[config.mk]
export PLATFORM = sky130hd
export DESIGN_NAME = adder
export DESIGN_NICKNAME = d
export VERILOG_FILES = /design/src/rtl/adder_pkg.sv /design/src/rtl/adder_cla4.sv /design/src/rtl/adder.sv
export SDC_FILE = /design/constraint.sdc
export NUM_CORES = 1
export LEC_CHECK = 0
export ABC_AREA = 1
export CAP_MARGIN = 15
export CORE_UTILIZATION = 30
export DETAILED_ROUTE_END_ITERATION = 12
export MAX_ROUTING_LAYER = met4
export PLACE_DENSITY_LB_ADDON = 0.25
export SLEW_MARGIN = 15
export SYNTH_ARGS = -nofsm -noshare
export SYNTH_HDL_FRONTEND = slang
export SYNTH_HIERARCHICAL = 1
export SYNTH_SLANG_ARGS = --single-unit
export TNS_END_PERCENT = 20
[constraint.sdc]
create_clock -name clk -period 1 [get_ports clk]
set_input_delay 0.1 -clock clk [delete_from_list [all_inputs] [get_ports clk]]
set_output_delay 0.1 -clock clk [all_outputs]
set_load 0.005 [all_outputs]
[src/rtl/adder_pkg.sv]
// Shared constants for the registered carry-lookahead adder.
package adder_pkg;

  localparam int unsigned DEFAULT_WIDTH = 20;
  localparam int unsigned CLA_GROUP     = 4;

  function automatic int unsigned num_groups(input int unsigned width);
    return width / CLA_GROUP;
  endfunction

endpackage

[src/rtl/adder_cla4.sv]
// 4-bit carry-lookahead slice: sum bits plus group generate/propagate.
module cla4
  import adder_pkg::*;
(
  input  logic [CLA_GROUP-1:0] a,
  input  logic [CLA_GROUP-1:0] b,
  input  logic                 cin,
  output logic [CLA_GROUP-1:0] sum,
  output logic                 grp_g,
  output logic                 grp_p
);

  logic [CLA_GROUP-1:0] g;
  logic [CLA_GROUP-1:0] p;
  logic [CLA_GROUP-1:0] c;

  assign g = a & b;
  assign p = a ^ b;

  assign c[0] = cin;
  assign c[1] = g[0] | (p[0] & cin);
  assign c[2] = g[1] | (p[1] & g[0]) | (p[1] & p[0] & cin);
  assign c[3] = g[2] | (p[2] & g[1]) | (p[2] & p[1] & g[0]) | (p[2] & p[1] & p[0] & cin);

  assign sum   = p ^ c;
  assign grp_g = g[3] | (p[3] & g[2]) | (p[3] & p[2] & g[1]) | (p[3] & p[2] & p[1] & g[0]);
  assign grp_p = &p;

endmodule

[src/rtl/adder.sv]
// Single-stage registered adder: cla4 slices + group lookahead, 1-cycle latency.
module adder
  import adder_pkg::*;
#(
  parameter int unsigned WIDTH = DEFAULT_WIDTH
) (
  input  logic             clk,
  input  logic             rst_n,
  input  logic             in_valid,
  input  logic [WIDTH-1:0] a,
  input  logic [WIDTH-1:0] b,
  input  logic             c_in,
  output logic             out_valid,
  output logic [WIDTH-1:0] res,
  output logic             c_out
);

  localparam int unsigned NG = num_groups(WIDTH);

  logic [NG-1:0]    grp_g;
  logic [NG-1:0]    grp_p;
  logic [NG:0]      carry;
  logic [WIDTH-1:0] sum;

  for (genvar gi = 0; gi < NG; gi++) begin : g_slice
    cla4 u_cla4 (
      .a     (a[CLA_GROUP*gi +: CLA_GROUP]),
      .b     (b[CLA_GROUP*gi +: CLA_GROUP]),
      .cin   (carry[gi]),
      .sum   (sum[CLA_GROUP*gi +: CLA_GROUP]),
      .grp_g (grp_g[gi]),
      .grp_p (grp_p[gi])
    );
  end

  assign carry[0] = c_in;

  // Each group carry is a flat sum of products over group G/P and c_in,
  // so no carry ripples through a lower group's carry output.
  for (genvar k = 1; k <= NG; k++) begin : g_lookahead
    logic [k:0] terms;
    assign terms[k] = c_in & (&grp_p[k-1:0]);
    for (genvar j = 0; j < k; j++) begin : g_term
      if (j == k - 1) begin : g_top
        assign terms[j] = grp_g[j];
      end else begin : g_mid
        assign terms[j] = grp_g[j] & (&grp_p[k-1:j+1]);
      end
    end
    assign carry[k] = |terms;
  end

  always_ff @(posedge clk or negedge rst_n) begin
    if (!rst_n) begin
      out_valid <= 1'b0;
      res       <= '0;
      c_out     <= 1'b0;
    end else begin
      out_valid <= in_valid;
      if (in_valid) begin
        res   <= sum;
        c_out <= carry[NG];
      end
    end
  end

endmodule

==> run_results.csv <==
group,metric,value,unit
clocking,cts_max_path_buffers,2,
routing,wl,4780,um
placement,pre_cts_ws,-1.59,ns
outcome,violations,"negative setup slack",
global_routing,grt_pass1_vias,1850,
flow_run,maxCapViolCount,0,
routing,drt-wirelength-per-cell,11.6,um
timing,setup_tns,-13.83,ns
setup_path,crit_top_cell,"inv_2",
setup_path,endpoint_kind,"flip-flop",
floorplan,io_pins,66,
clocking,clock-sinks,22,
setup_path,cp_top_family,"adder cells",
finish,syn2layout_area_growth,70.9,%
timing,post-route-period-util,1.96,
global_routing,grt_overflow,0,
yosys,ys_ff_latch,22,
global_routing,grt_max_degree,24,
setup_path,path_cells,"buf_6 > ha_4 > inv_4 > nor2_4 > nor2_2 > o21bai_1 > nand2_1 > nand3_4 > a21o_1 > inv_2 > fa_2 > inv_2 > mux2_4",
clocking,cts-root-buf,"clkbuf_8",
routing,vias_per_cell,4.52,
placement,hpwl,3410,um
routing,ant_nets,0,
finish,n_antenna_cell,0,
yosys,seq_area_frac_synth,0.285,
finish,final_nets,411,
timing,slew_violations,0,
setup_path,critPathRequiredTime,1.15,ns
timing,holdWs,0.175,ns
setup_path,cp_slowest_cell,"fa_2",
timing,max_slew_margin,0.847,
timing,setup_viol,19,
placement,place.gp.congestion,0.826,
placement,io_buffers,65,
setup_path,path_class,"in -> reg",
timing,period_minus_slack,1.96,ns
timing,finClkSkew,0,ns
floorplan,die_w,82.2,um
setup_path,cpPeakStageDelay,0.53,ns
setup_path,arrival,2.12,ns
timing,hold_viol,0,
floorplan,initial_core_util,0.318,
floorplan,die_area,6760,um2
yosys,avgSynthCellArea,8.65,um2
pwr,p_leak,1.62,nW
clocking,postCtsHoldBufs,0,
yosys,ys_warn_count,6,
yosys,ys_types,19,
timing,rsz0062_at_grt,"true",
clocking,cts.reportedPaths.clkPinSlew,0.08,ns
routing,drc,0,
clocking,cts_tree,"built",
clocking,htreeDepth,1,
yosys,synth_nets,297,
routing,vias,1857,
timing,timing.final.ws_setup,-0.964,ns
setup_path,rrSetupSlack,0.21,ns
timing,worst_slew_pin_slew,0.228,ns
pwr,power_density,1100,nW/um2
pwr,vdd_drop_max,0.695,mV
hold_path,hold_path.class,"in -> async",
finish,drive_gt1_frac,0.470,
setup_path,critPathMaxFanout,4,
yosys,postSynthCellCount,223,
routing,drtPass1Iterations,4,
setup_path,cp-start-kind,"primary input",
routing,drt_iter0_markers,38,
timing,fmax,509,MHz
yosys,netlist_area,1930,um2
setup_path,cp_num_buf_inv,4,
floorplan,die_h,82.2,um
clocking,cts-buffers-inserted,3,
global_routing,track_usage,0.160,
floorplan,core_area,6060,um2
global_routing,grt_pass1_wl,8050,um
global_routing,antenna_found_initial,0,
outcome,status,"finished with violations",
clocking,clk_latency,0.26,ns
floorplan,num_rows,28,
==> worst paths after layout <==
check / startpoint / end / cells after the start
max in group asynchronous: rst_n / out_valid / 2
max: b[2] / res[12] / 13
min reg2reg: res[16] / res[16] / 1
min: rst_n / res[15] / 2
max reg2reg: res[12] / res[12] / 1
min in group clk: in_valid / out_valid / 2
==> kinds of logic (layout without fill, tap and decap cells) <==
family                     after synthesis  in the layout  share of synthesized area
and+or+nand+nor                         88             88                      0.213
buffers and inverters                   44            157                     0.0934
adders and majority gates               30             30                      0.214
DFF                                     22             22                      0.285
muxes                                   20             20                      0.117
xor gates and xnor gates                10             10                     0.0454
AOI/OAI and AO/OA                        9              9                     0.0324
==> power by group <==
group | internal (W) | leakage (nW) | total (W) | switching [W]
logic | 0.00105 | 1.33 | 0.00177 | 0.000723
registers | 0.00110 | 0.258 | 0.00122 | 0.000121
clock network | 0.000351 | 0.0288 | 0.000649 | 0.000298
total | 0.00250 | 1.62 | 0.00364 | 0.00114
==> metrics by stage <==
step                      power, W  cells   util  instance area [um2]
final                      0.00364    411  0.544                 3300
after global placement     0.00287    386  0.482                 2920
after CTS                  0.00373    415  0.553                 3350
after floorplan            0.00196    223      -                 1980
after global routing       0.00393    411  0.544                 3300
after detailed placement   0.00289    386  0.482                 2920
==> layout by cell type, fill, tap and decap left out, types with 6 or more instances in the layout <==
master	instances
nand2_2	11
dlygate4sd2_1	14
clkdlybuf4s15_1	14
ha_4	15
nand2_1	34
clkdlybuf4s50_1	11
buf_2	9
nand3_2	6
inv_1	35
nor2_2	10
ha_1	8
inv_2	6
nand3_1	12
clkbuf_2	11
dfrtp_1	22
buf_6	8
mux2_2	16
buf_4	41
==> layer usage <==
metal  vias up  share of wire  global-route usage
met5         -              0                   -
li1        939              -                   -
met2        42           0.52               0.288
met4         0         0.0092              0.0281
met3         4          0.042              0.0286
met1       872           0.43               0.186
==> final cells by class <==
cell class	count	area (um2)
repair buffers	111	922
flip-flops and latches	22	551
fillers	571	2760
multi-input cells	157	1520
well taps	75	93.8
clock buffers	4	55.1
inverters	42	160
==> state kept, by name (all words and copies together) (netlist names) <==
signal,flops
c_out,1
out_valid,1
res,20
==> cell usage after synthesis <==
library cell	count	area [um2]
inv_1	42	158
nand2_1	38	143
ha_1	25	313
dfrtp_1	22	551
mux2_2	20	225
nand3_1	19	95.1
nand2_2	8	50.1
nor2_1	8	30.0
nor2_2	8	50.1
fa_1	5	100
nand4_1	5	31.3
o21bai_1	5	37.5
xnor2_1	5	43.8
xor2_1	5	43.8
a21o_1	2	15.0
a21oi_1	2	10.0
buf_6	2	22.5
and3_1	1	6.26
nor3_1	1	5.00
==> what timing repair did <==
action	4_1_cts	5_1_grt
gates resized for setup	168	26
endpoints found under the setup margin	43	33
pin swaps	45	12
buffers inserted	27	1
Power figures use the tool's default switching activity.
